===== src/rtl/uart_rx_sipo.sv =====
// UART receiver: 2-flop synchronised rx, start-bit validation at mid-bit,
// 8 data bits LSB first, optional parity, one stop bit, break hold-off.
module uart_rx_sipo #(
  parameter int OVERSAMPLE = 16,
  parameter int PARITY_EN  = 1,
  parameter int PARITY_ODD = 0
) (
  input  logic       baud_clk,
  input  logic       rst,
  input  logic       rx,
  output logic [7:0] data_out,
  output logic       parity_rx,
  output logic       rx_valid,
  output logic       parity_err,
  output logic       frame_err,
  output logic       active_flag
);

  localparam int CNT_W = (OVERSAMPLE > 1) ? $clog2(OVERSAMPLE) : 1;
  localparam logic [CNT_W-1:0] CNT_HALF = CNT_W'(OVERSAMPLE / 2 - 1);
  localparam logic [CNT_W-1:0] CNT_FULL = CNT_W'(OVERSAMPLE - 1);
  localparam logic PAR_EN  = (PARITY_EN != 0);
  localparam logic PAR_ODD = (PARITY_ODD != 0);

  typedef enum logic [2:0] {
    S_IDLE,
    S_START,
    S_DATA,
    S_PARITY,
    S_STOP,
    S_BREAK
  } state_t;

  state_t           state;
  logic             rx_meta;
  logic             rx_s;
  logic [CNT_W-1:0] cnt;
  logic [2:0]       bit_idx;
  logic [7:0]       shift_reg;
  logic             par_s;

  always_ff @(posedge baud_clk) begin
    if (rst) begin
      rx_meta <= 1'b1;
      rx_s    <= 1'b1;
    end else begin
      rx_meta <= rx;
      rx_s    <= rx_meta;
    end
  end

  always_ff @(posedge baud_clk) begin
    if (rst) begin
      state       <= S_IDLE;
      cnt         <= '0;
      bit_idx     <= '0;
      shift_reg   <= '0;
      par_s       <= 1'b0;
      data_out    <= '0;
      parity_rx   <= 1'b0;
      rx_valid    <= 1'b0;
      parity_err  <= 1'b0;
      frame_err   <= 1'b0;
      active_flag <= 1'b0;
    end else begin
      rx_valid <= 1'b0;
      case (state)
        S_IDLE: begin
          if (!rx_s) begin
            state       <= S_START;
            cnt         <= '0;
            active_flag <= 1'b1;
          end
        end

        // A start bit that is high again at its centre was a glitch.
        S_START: begin
          if (cnt == CNT_HALF) begin
            if (!rx_s) begin
              state   <= S_DATA;
              cnt     <= '0;
              bit_idx <= '0;
            end else begin
              state       <= S_IDLE;
              active_flag <= 1'b0;
            end
          end else begin
            cnt <= cnt + CNT_W'(1);
          end
        end

        S_DATA: begin
          if (cnt == CNT_FULL) begin
            shift_reg <= {rx_s, shift_reg[7:1]};
            cnt       <= '0;
            bit_idx   <= bit_idx + 3'd1;
            if (bit_idx == 3'd7) begin
              state <= PAR_EN ? S_PARITY : S_STOP;
            end
          end else begin
            cnt <= cnt + CNT_W'(1);
          end
        end

        S_PARITY: begin
          if (cnt == CNT_FULL) begin
            par_s <= rx_s;
            cnt   <= '0;
            state <= S_STOP;
          end else begin
            cnt <= cnt + CNT_W'(1);
          end
        end

        // A low stop sample is a framing error; a line still low is a break.
        S_STOP: begin
          if (cnt == CNT_FULL) begin
            data_out   <= shift_reg;
            parity_rx  <= par_s & PAR_EN;
            parity_err <= PAR_EN & (^shift_reg ^ par_s ^ PAR_ODD);
            frame_err  <= ~rx_s;
            rx_valid   <= 1'b1;
            cnt        <= '0;
            if (rx_s) begin
              state       <= S_IDLE;
              active_flag <= 1'b0;
            end else begin
              state <= S_BREAK;
            end
          end else begin
            cnt <= cnt + CNT_W'(1);
          end
        end

        S_BREAK: begin
          if (rx_s) begin
            state       <= S_IDLE;
            active_flag <= 1'b0;
          end
        end

        default: begin
          state       <= S_IDLE;
          active_flag <= 1'b0;
        end
      endcase
    end
  end

endmodule

===== config.mk =====
export PLATFORM = sky130hd
export DESIGN_NAME = uart_rx_sipo
export DESIGN_NICKNAME = d
export VERILOG_FILES = /design/src/rtl/uart_rx_sipo.sv
export SDC_FILE = /design/constraint.sdc
export NUM_CORES = 1
export LEC_CHECK = 0
export BUFFER_PORTS_ARGS = -buffer_cell sky130_fd_sc_hd__buf_2
export CELL_PAD_IN_SITES_DETAIL_PLACEMENT = 1
export CELL_PAD_IN_SITES_GLOBAL_PLACEMENT = 1
export CORE_ASPECT_RATIO = 1.1
export CORE_MARGIN = 5
export CORE_UTILIZATION = 30
export CTS_CLUSTER_DIAMETER = 120
export DETAILED_ROUTE_END_ITERATION = 7
export GPL_TIMING_DRIVEN = 0
export PLACE_DENSITY_LB_ADDON = 0.1
export SYNTH_ARGS = -nofsm -noshare
export SYNTH_HDL_FRONTEND = slang
export SYNTH_SLANG_ARGS = --single-unit
export TNS_END_PERCENT = 10

===== constraint.sdc =====
create_clock -name baud_clk -period 1.7 [get_ports baud_clk]
set_input_delay 0.255 -clock baud_clk [delete_from_list [all_inputs] [get_ports baud_clk]]
set_output_delay 0.255 -clock baud_clk [all_outputs]
set_load 0.03 [all_outputs]

* Word-level counts from Yosys, hierarchy flattened
Cells that the tools add are included.
Storage, ports and cells: ROM bits 0, word-level logic and storage cells 72, RAM bits 0, latch bits 0, register bits after elaboration 34, memories kept 0
Cells by class: eq/ne operators 16, $add $sub $neg 2, multiply operators 0, reductions and logical operators 13, magnitude comparators 0, div/mod/pow operators 0, muxes and demuxes 24, shift operators 0, bitwise operators 4
Operators with widths (number):
- $mux 3 | 11
- $pmux 3 s6 | 1
- $ne 2x2->1 const B | 8
- $mux 4 | 3
- $pmux 4 s3 | 1
- $eq 3x3->1 const B | 3
- $reduce_and 4->1 | 2
- $reduce_xor 8->1 | 1
- $reduce_and 7->1 | 1
- $eq 3x2->1 const B | 2
- $pmux 3 s2 | 1
- $reduce_and 2->1 | 3
- $mux 1 | 5
- $pmux 1 s5 | 1
- $add 4x1->4 const B | 1
- $eq 4x3->1 const B | 1
- $eq 4x4->1 const B | 1
- $reduce_or 2->1 | 2
- $add 3x1->3 const B | 1
- $eq 3x1->1 const B | 1
- $logic_not 3->1 | 1
- $not 1->1 | 3
- $reduce_bool 3->1 | 1
- $reduce_or 3->1 | 1
- other kinds (3) | 3

* Longest topological paths before layout
Gate-level depths: netlist (run 1).
depth after elaboration 4, depth in mapped cells 6

* Worst setup path before layout (run 1)
OpenSTA, ideal clock, no wires.
kind register to register, from register cnt[0], to register state[0], cell stages (with the launch flop) 6, data arrival time 1585 ps, clock period less this slack 1655 ps, path slack 45 ps, library setup time 70 ps, buffers on the path 0, path through dfxtp_1 -> ha_1 -> nand3_2 -> a22o_1 -> or4_1 -> a21oi_1
On the way: cells in the longest elaborated chain, start to end 3, elaborated cells between the ends (all ways) 7, classes of those cells 6 x eq/ne; 1 x reduce/logical
Ends and longest elaborated chain:
- start, declared | RTL line 37 | logic [CNT_W-1:0] cnt;
- start signal, assigned | RTL line 88 | cnt <= cnt + CNT_W'(1);
- start signal, assigned | RTL line 101 | cnt <= cnt + CNT_W'(1);
- start signal, assigned | RTL line 111 | cnt <= cnt + CNT_W'(1);
- $eq 4x4->1 / $eq 4x3->1 (equally long branches)
- $ne 2x2->1 (no source line)
- $reduce_and 7->1 (no source line) *
- end signal, assigned | RTL line 98 | state <= PAR_EN ? S_PARITY : S_STOP;
- end, declared | RTL line 34 | state_t state;
Every way passes the cells marked *; elsewhere a longest branch is shown, timed or not. A chain may end at the register's enable or synchronous reset.

* Final worst setup path (run 1)
Ends and elaborated chain as after synthesis.

==> results_dict.tcl, run 1 <==
set metrics [dict create \
    cts.htree.levels 2 \
    ios 16 \
    hold_class "in -> reg" \
    endpoint_kind "register" \
    startpoint "cnt[0]$_SDFFE_PP0P_" \
    slew-limit-headroom_pct 63.9 \
    hold_start "rx" \
    drv_cap 0 \
    overflow 0 \
    place_congestion 0.787 \
    yosysSeqAreaShare_pct 44.7 \
    yosysWarnings 0 \
    antenna_cells 0 \
    vias 1408 \
    syn_inst 182 \
    nets 209 \
    ys_seq_elements 34 \
    final.min_clock_period_ns 1.73 \
    drtAntennaViolNets 0 \
    synth_edf_count 0 \
    mostFrequentLayoutCells "nand2_1 (35), dfxtp_1 (32), a21oi_1 (26)" \
    drc 0 \
    cts_buffer_depth 2 \
    tns_ns -0.0254 \
    critPathMaxStageDelay_ns 0.47 \
    mostFrequentLayoutCell "nand2_1" \
    peakVddDrop_v 0.000292 \
    critPathKind "reg -> reg" \
    cts_root_buf "clkbuf_8" \
    crit_required_ns 1.91 \
    crit_path_start_kind "register" \
    syn_nets 188 \
    cts_buffers 5 \
    drtPass1Iterations 4 \
    yosysTopAreaCellShare_pct 44.7 \
    path_clk_slew_ns 0.07 \
    status "finished with violations" \
    grt_setup_unrepaired "true" \
    pwr_density_cell_nw_per_um2 822 \
    area_delta_synth_final_pct 19.1 \
    leakage_nw 0.664 \
    fp.dieW_um 78.0 \
    placedInstanceArea_um2 1670 \
    vias_per_cell 5.37 \
    r2r_start "cnt[0]$_SDFFE_PP0P_" \
    path_cells "ha_4 -> nand3b_1 -> a22o_4 -> or4_1 -> a21oi_1" \
    arrival_ns 1.94 \
    antenna_found_initial 0 \
    grtUsageTotal_pct 13.6 \
    design_area_um2 1820 \
    io_buffers 14 \
    wl_per_cell_um 15.9 \
    worst_slack_ns -0.0254 \
    cp_max_fo 7 \
    synthFlopType "dfxtp_1" \
    setup_violations 1 \
    grt_first_pass_wirelength_mm 7.23 \
    clkSinkCount 34 \
    routed_wl_mm 4.16 \
    ys_types 45 \
    die_area_um2 6610 \
    start_util_pct 30.7 \
    coreArea_um2 4970 \
    crit_path_top_delay_cell "or4_1" \
    yosys.area.top_type "dfxtp_1" \
    grt_max_degree 12 \
    post-place-ws_ns -0.206 \
    rows 27 \
    hold_viol 0 \
    fin_worst_skew_ns 0.00244 \
    syn_area_um2 1520 \
    ys_top_cells_by_area "dfxtp_1 (45%), nand2_1 (8.6%), a21oi_1 (8.5%)" \
    die_h_um 84.8 \
    slew_violations 0 \
    drive_above_1_share_pct 19.6 \
    synth.avg_cell_area_um2 8.37 \
    worst_pin_slew_ns 0.528 \
    failed_checks "negative setup slack" \
    fmax_mhz 580 \
    async_flop_share_pct 0 \
    timing.final.crit_share_pct 101 \
    whs_ns 0.152 \
    clkLatencyLatePin_ns 0.28 \
    grt_pass1_vias 1468 \
    drt_iter0_markers 61 \
    dpl.hpwl_mm 2.93 \
    cts_tree "yes" \
]
[final cells by class]
cell class | instances | area [um2]
clock inverter | 2 | 12.5
multi-input combinational | 130 | 811
tap | 58 | 72.6
timing repair buffer | 15 | 77.6
sequential | 34 | 686
buffer | 12 | 55.1
clock buffer | 6 | 82.6
fill | 588 | 3150
inverter | 5 | 18.8
[where the power goes]
group | switching [mW] | internal, mW | total [mW]
Sequential | 0.00354 | 0.800 | 0.804
Clock | 0.310 | 0.326 | 0.636
Combinational | 0.0362 | 0.0164 | 0.0526
Total | 0.350 | 1.14 | 1.49
[kinds of logic after synthesis]
logic type / synth area share (%)
adders and majority gates: 2.46
and+or+nand+nor: 22.1
AOI/OAI and AO/OA: 20.0
buffers and inverters: 4.84
muxes: 0.657
xor gates and xnor gates: 5.25
DFF: 44.7
[through the flow]
step	util [%]	instances	power, mW
finish	36.6	262	1.49
global route	36.6	262	1.55
CTS	36.4	263	1.53
detailed placement	33.6	254	0.873
global placement	33.6	254	0.871
floorplan	-	182	0.856
[final timing paths]
check	cells after the start	slack, ns	to
setup / recovery	5	-0.03	state[0]$_SDFFE_PP0P_
hold / removal	2	0.15	rx_meta$_SDFF_PP1_
setup reg to reg	5	-0.03	state[0]$_SDFFE_PP0P_
hold reg to reg	1	0.42	rx_s$_SDFF_PP1_
[critical path, delay by kind of cell (launching register included)]
| kind | cells | cell delay, ns |
|---|---|---|
| and+or+nand+nor | 2 | 0.65 |
| DFF | 1 | 0.38 |
| AOI/OAI and AO/OA | 2 | 0.45 |
| adders and majority gates | 1 | 0.19 |
[synth_stat cells (2+ instances only)]
master and count:
nand2_1 35, dfxtp_1 34, a21oi_1 26, clkbuf_1 10, nor2_1 10, nand3_1 7, inv_1 5, o211ai_1 4
ha_1 3, o21ai_0 3, xnor2_1 3, a211oi_1 2, a22oi_1 2, nand2b_1 2, nor3_1 2, o31ai_1 2
or2_2 2, or4_1 2, xnor3_1 2
[per-layer routing]
| layer | part of all wire (%) | GRT usage, % | up-vias |
|---|---|---|---|
| met5 | 0 | 0 | - |
| met4 | 2.5 | 5.99 | 0 |
| met3 | 3.9 | 2.79 | 11 |
| met2 | 52 | 24.1 | 33 |
| met1 | 42 | 15.5 | 686 |
| li1 | - | - | 678 |
[repair_timing]
action | in CTS | in global routing
pin swaps | 1 | 0
gates resized for setup | 10 | 7
endpoints found under the setup margin | 23 | 25
hold buffers | 0 | 0
buffers inserted | 1 | 0
(Power assumes the default switching activity.)
==> run 2: changes to the inputs <==
==> constraint.sdc (replaced) <==
create_clock -name baud_clk -period 1.92 [get_ports baud_clk]
set_input_delay 0.288 -clock baud_clk [delete_from_list [all_inputs] [get_ports baud_clk]]
set_output_delay 0.288 -clock baud_clk [all_outputs]
set_load 0.03 [all_outputs]
==> run 2 against run 1 <==
Net effect: the flow now finishes without violations; clock power fell by 12%; final area fell by 2.0%; cell count did not move; routed wire length fell by 1.6%; setup slack improved by 0.12 ns; power fell by 12%; sequential share of layout area rose by 0.49 points; critical path depth did not move; utilization fell by 0.73 points; sequential power fell by 11%; die area did not move.
==> results_dict.tcl, run 2 (same netlist as run 1, synthesis figures left out) <==
set metrics [dict create \
    rows 27 \
    slew_violations 0 \
    arrival_ns 2.04 \
    swShare_pct 23.4 \
    grt_pass1_vias 1450 \
    mostFrequentLayoutCell "nand2_1" \
    drtAntennaViolNets 0 \
    clkLatencyLatePin_ns 0.28 \
    grtUsageTotal_pct 13.4 \
    crit_required_ns 2.13 \
    drive_above_1_share_pct 16.2 \
    setup_violations 0 \
    place_congestion 0.787 \
    tns_ns 0 \
    cts_setup_buffers 0 \
    pwr_density_cell_nw_per_um2 741 \
    timing.final.crit_share_pct 95.0 \
    grt_setup_unrepaired "false" \
    peakVddDrop_v 0.000254 \
    drv_cap 0 \
    cts_tree "yes" \
    final.min_clock_period_ns 1.82 \
    status "completed" \
    power_frac_seq_pct 54.0 \
    vias 1384 \
    drc 0 \
    endpoint_kind "register" \
    cts.htree.levels 2 \
    whs_ns 0.186 \
    grt_first_pass_wirelength_mm 7.13 \
    drtPass1Iterations 4 \
    clock_power_share_pct 42.6 \
    leakage_nw 0.644 \
    overflow 0 \
    routed_wl_mm 4.09 \
    fp.dieW_um 78.0 \
    path_clk_slew_ns 0.07 \
    antenna_cells 0 \
    vias_per_cell 5.28 \
    worst_pin_slew_ns 0.538 \
    slew-limit-headroom_pct 64.1 \
    io_buffers 14 \
    p_sw_uw 308 \
    clkSinkCount 34 \
    cts_buffer_depth 2 \
    fillers 590 \
    cp_max_fo 8 \
    nets 209 \
    antenna_found_initial 0 \
    fin_worst_skew_ns 0.00168 \
    mostFrequentLayoutCells "nand2_1 (35), dfxtp_1 (34), a21oi_1 (26)" \
    fmax_mhz 548 \
    coreArea_um2 4970 \
    hold_class "in -> reg" \
    ios 16 \
    drt_iter0_markers 52 \
    die_area_um2 6610 \
    cts_root_buf "clkbuf_8" \
    pwr-share-comb_pct 3.4 \
    grt_max_degree 12 \
    hold_viol 0 \
    critPathKind "reg -> reg" \
    die_h_um 84.8 \
    crit_path_start_kind "register" \
    wl_per_cell_um 15.6 \
    cts_buffers 5 \
    area_delta_synth_final_pct 16.7 \
    p_int_mw 1.01 \
    dpl.hpwl_mm 2.93 \
    start_util_pct 30.7 \
]
[run 2: cell count changes in the layout (fill, tap and decap cells not counted), sizes merged]
| cell | delta |
|---|---|
| buf | -2 |
| clkbuf | +2 |
[run 2: final cells by class]
| class | instances | area, um2 | share of cell area [%] |
|---|---|---|---|
| Clock buffer | 6 | 82.6 | 4.64 |
| Inverter | 5 | 18.8 | 1.05 |
| Buffer | 13 | 56.3 | 3.16 |
| Clock inverter | 2 | 12.5 | 0.703 |
| Multi-Input combinational cell | 130 | 786 | 44.2 |
| Timing Repair Buffer | 14 | 70.1 | 3.94 |
| Tap cell | 58 | 72.6 | 4.08 |
| Sequential cell | 34 | 681 | 38.3 |
[run 2: repair_timing]
action,CTS,global route
hold buffers,0,0
resized for setup,1,5
endpoints found under the hold margin,0,0
endpoints found under the setup margin,2,12
pin swaps,0,0
[run 2: path summary, 6_finish.rpt]
check	endpoint	cells past startpoint	slack (ns)	start
max	state[0]$_SDFFE_PP0P_	5	0.1	cnt[0]$_SDFFE_PP0P_
min	rx_meta$_SDFF_PP1_	2	0.19	rx
max reg2reg	state[0]$_SDFFE_PP0P_	5	0.1	cnt[0]$_SDFFE_PP0P_
min reg2reg	rx_s$_SDFF_PP1_	1	0.42	rx_meta$_SDFF_PP1_
[run 2: critical path, cell delays in order (launching register included)]
cell and delay [ns]:
dfxtp_1 0.42, ha_4 0.21, nand3_2 0.15, a22o_2 0.34, or4_1 0.48, a21oi_1 0.15
[run 2: per-stage QoR]
step | cell area [um2] | util (%) | total power, mW | std cells | setup slack, ns
6_report | 1780 | 35.8 | 1.32 | 262 | 0.0951
5_1_grt | 1780 | 35.8 | 1.37 | 262 | 0.00473
4_1_cts | 1760 | 35.5 | 1.35 | 262 | 0.0536
3_5_place_dp | 1670 | 33.6 | 0.773 | 254 | 0.0140
3_3_place_gp | 1670 | 33.6 | 0.771 | 254 | 0.0459
2_1_floorplan | 1520 | - | 0.758 | 182 | 0.265
[run 2: per-layer routing]
metal / up-vias / part of all wire [%] / track usage [%]
li1: 678 / - / -
met1: 677 / 43 / 15.8
met2: 20 / 52 / 23.4
met3: 9 / 3.1 / 2.68
met4: 0 / 2.2 / 5.68
met5: - / 0 / 0
[run 2: power by group through the flow]
stage	clock network, mW	registers, mW	logic (mW)
6_report	0.562	0.712	0.0444
3_5_place_dp	0	0.729	0.0441
3_3_place_gp	0	0.728	0.0429
2_1_floorplan	0	0.731	0.0274
4_1_cts	0.594	0.712	0.0445
5_1_grt	0.611	0.713	0.0499
==> run 3: changes to the inputs <==
--- a/config.mk
+++ b/config.mk
@@ -6,11 +6,12 @@
 export NUM_CORES = 1
 export LEC_CHECK = 0
 export BUFFER_PORTS_ARGS = -buffer_cell sky130_fd_sc_hd__buf_2
+export CAP_MARGIN = 10
 export CELL_PAD_IN_SITES_DETAIL_PLACEMENT = 1
 export CELL_PAD_IN_SITES_GLOBAL_PLACEMENT = 1
 export CORE_ASPECT_RATIO = 1.1
 export CORE_MARGIN = 5
-export CORE_UTILIZATION = 30
+export CORE_UTILIZATION = 25
 export CTS_CLUSTER_DIAMETER = 120
 export DETAILED_ROUTE_END_ITERATION = 7
 export GPL_TIMING_DRIVEN = 0
==> constraint.sdc (replaced) <==
create_clock -name baud_clk -period 2.1 [get_ports baud_clk]
set_input_delay 0.315 -clock baud_clk [delete_from_list [all_inputs] [get_ports baud_clk]]
set_output_delay 0.315 -clock baud_clk [all_outputs]
set_load 0.03 [all_outputs]
==> run 3 against run 2 <==
Net effect: final area grew 0.21%; worst hold slack gained 0.025 ns; utilization shrank 5.3 points; routed wire length grew 3.4%; clock power shrank 9.1%; via count grew 0.87%; maximum frequency shrank 6.7%; global-route usage shrank 2.4 points.
==> results_dict.tcl, run 3 (same netlist as run 1, synthesis figures left out) <==
set metrics [dict create \
    status "completed" \
    fillers 725 \
    critPathKind "reg -> reg" \
    swShare_pct 23.1 \
    fmax_mhz 511 \
    grtUsageTotal_pct 11.0 \
    grt_max_degree 11 \
    mostFrequentLayoutCells "nand2_1 (35), dfxtp_1 (34), a21oi_1 (26)" \
    cts_buffers 5 \
    grt_pass1_vias 1425 \
    drv_cap 0 \
    dpl.hpwl_mm 3.12 \
    io_buffers 14 \
    crit_path_top_delay_cell "or4_1" \
    peakVddDrop_v 0.000187 \
    cts_buffer_depth 2 \
    antenna_cells 0 \
    wl_met1_mm 1.88 \
    timing.final.crit_share_pct 93.1 \
    arrival_ns 2.17 \
    crit_required_ns 2.32 \
    worst_pin_slew_ns 0.566 \
    fin_cells 281 \
    wl_met3_um 104 \
    drtPass1Iterations 4 \
    clock_power_share_pct 42.5 \
    power_frac_seq_pct 54.1 \
    fin_worst_skew_ns 0.00760 \
    startpoint "cnt[0]$_SDFFE_PP0P_" \
    die_area_um2 7760 \
    leakage_nw 0.648 \
    top_layer "met4" \
    drc 0 \
    drive_above_1_share_pct 14.2 \
    pwr-share-comb_pct 3.4 \
    mostFrequentLayoutCell "nand2_1" \
    tns_ns 0 \
    clkSinkCount 34 \
    die_h_um 91.9 \
    vias_per_cell 4.97 \
    slew_violations 0 \
    antenna_found_initial 0 \
    endpoint_kind "register" \
    drtAntennaViolNets 0 \
    grt_first_pass_wirelength_mm 6.86 \
    vias 1396 \
    p_int_uw 925 \
    path_clk_slew_ns 0.08 \
    start_util_pct 26.1 \
    r2r_cells 5 \
    crit_path_start_kind "register" \
    design_area_um2 1780 \
    routed_wl_mm 4.23 \
    dp_cells 273 \
    slew-limit-headroom_pct 62.3 \
    coreArea_um2 5840 \
    hold_viol 0 \
    final.min_clock_period_ns 1.96 \
    ios 16 \
    hold_depth 2 \
    placedInstanceArea_um2 1690 \
    nets 209 \
    hold_buffers 0 \
    cts_setup_buffers 0 \
    critPathCapture "state[0]$_SDFFE_PP0P_" \
    overflow 0 \
    clkLatencyLatePin_ns 0.29 \
    cts_tree "yes" \
    cp_max_fo 8 \
    total_power_mw 1.20 \
    pwr_density_cell_nw_per_um2 675 \
    fp.dieW_um 84.4 \
    setup_violations 0 \
    critPathMaxStageDelay_ns 0.50 \
    r2r_start "cnt[0]$_SDFFE_PP0P_" \
    path_cells "ha_1 -> nand3_2 -> a22o_1 -> or4_1 -> a21oi_1" \
    cts_root_buf "clkbuf_8" \
    timing.rr.end "state[0]$_SDFFE_PP0P_" \
    place_congestion 0.775 \
    area_delta_synth_final_pct 17.0 \
    rows 29 \
    cts.htree.levels 2 \
    p_sw_uw 278 \
    grt_setup_unrepaired "false" \
    rrSetupSlack_ns 0.14 \
    hold_class "in -> reg" \
    drt_iter0_markers 52 \
    wl_per_cell_um 15.0 \
    wl_met2_mm 2.17 \
]
[run 3: cell types whose count changed in the layout (fill, tap and decap cells not counted)]
cell	before	now
a22o_1	0	1
ha_1	2	3
ha_4	1	0
nor2_1	9	10
clkbuf_1	9	10
nor2_2	1	0
clkinvlp_4	1	0
a22o_2	1	0
[run 3: metal layers]
layer,track usage [%],up-vias
li1,-,679
met4,3.96,0
met2,20.1,18
met1,12.7,694
met3,2.33,5
met5,0,-
[run 3: worst min path at each step]
stage | slack (ns) | to | from
after floorplan | 0.39 | rx_s$_SDFF_PP1_ | rx_meta$_SDFF_PP1_
after global placement | 0.39 | rx_s$_SDFF_PP1_ | rx_meta$_SDFF_PP1_
after detailed placement | 0.40 | rx_s$_SDFF_PP1_ | rx_meta$_SDFF_PP1_
after CTS | 0.20 | rx_meta$_SDFF_PP1_ | rx
after global routing | 0.21 | rx_meta$_SDFF_PP1_ | rx
final | 0.21 | rx_meta$_SDFF_PP1_ | rx
[run 3: stage by stage]
step	util [%]	setup WS (ns)	hold WS [ns]
after global placement	28.9	0.207	0.394
after detailed placement	28.9	0.181	0.396
after global routing	30.5	0.0500	0.206
final	30.5	0.145	0.210
after floorplan	-	0.445	0.389
after CTS	30.5	0.164	0.202
[run 3: power by group through the flow]
| stage | registers (mW) | clock network [mW] | logic [mW] |
|---|---|---|---|
| after floorplan | 0.668 | 0 | 0.0251 |
| after global placement | 0.666 | 0 | 0.0406 |
| after detailed placement | 0.666 | 0 | 0.0416 |
| after CTS | 0.651 | 0.529 | 0.0419 |
| after global routing | 0.652 | 0.553 | 0.0457 |
| final | 0.651 | 0.511 | 0.0410 |
[run 3: timing repair]
action                                  in CTS  in global routing
gates resized for setup                      0                  2
hold endpoints to repair                     0                  0
endpoints found under the setup margin       0                  1
[run 3: critical path, delay by kind of cell (launching register included)]
family / cells / cell delay (ns)
adder cells (fa/ha/maj): 1 / 0.32
AO/OA/AOI/OAI: 2 / 0.51
flip-flops: 1 / 0.38
AND/OR/NAND/NOR: 2 / 0.68
[run 3: area by class of cell]
class / count / area, um2 / share of cell area (%)
plain buffers: 13 / 56.3 / 3.16
clock inverters: 1 / 5.00 / 0.281
inverters: 5 / 18.8 / 1.05
multi-input cells: 130 / 769 / 43.2
flip-flops and latches: 34 / 681 / 38.2
well taps: 77 / 96.3 / 5.40
clock buffers: 7 / 86.3 / 4.84
repair buffers: 14 / 70.1 / 3.93
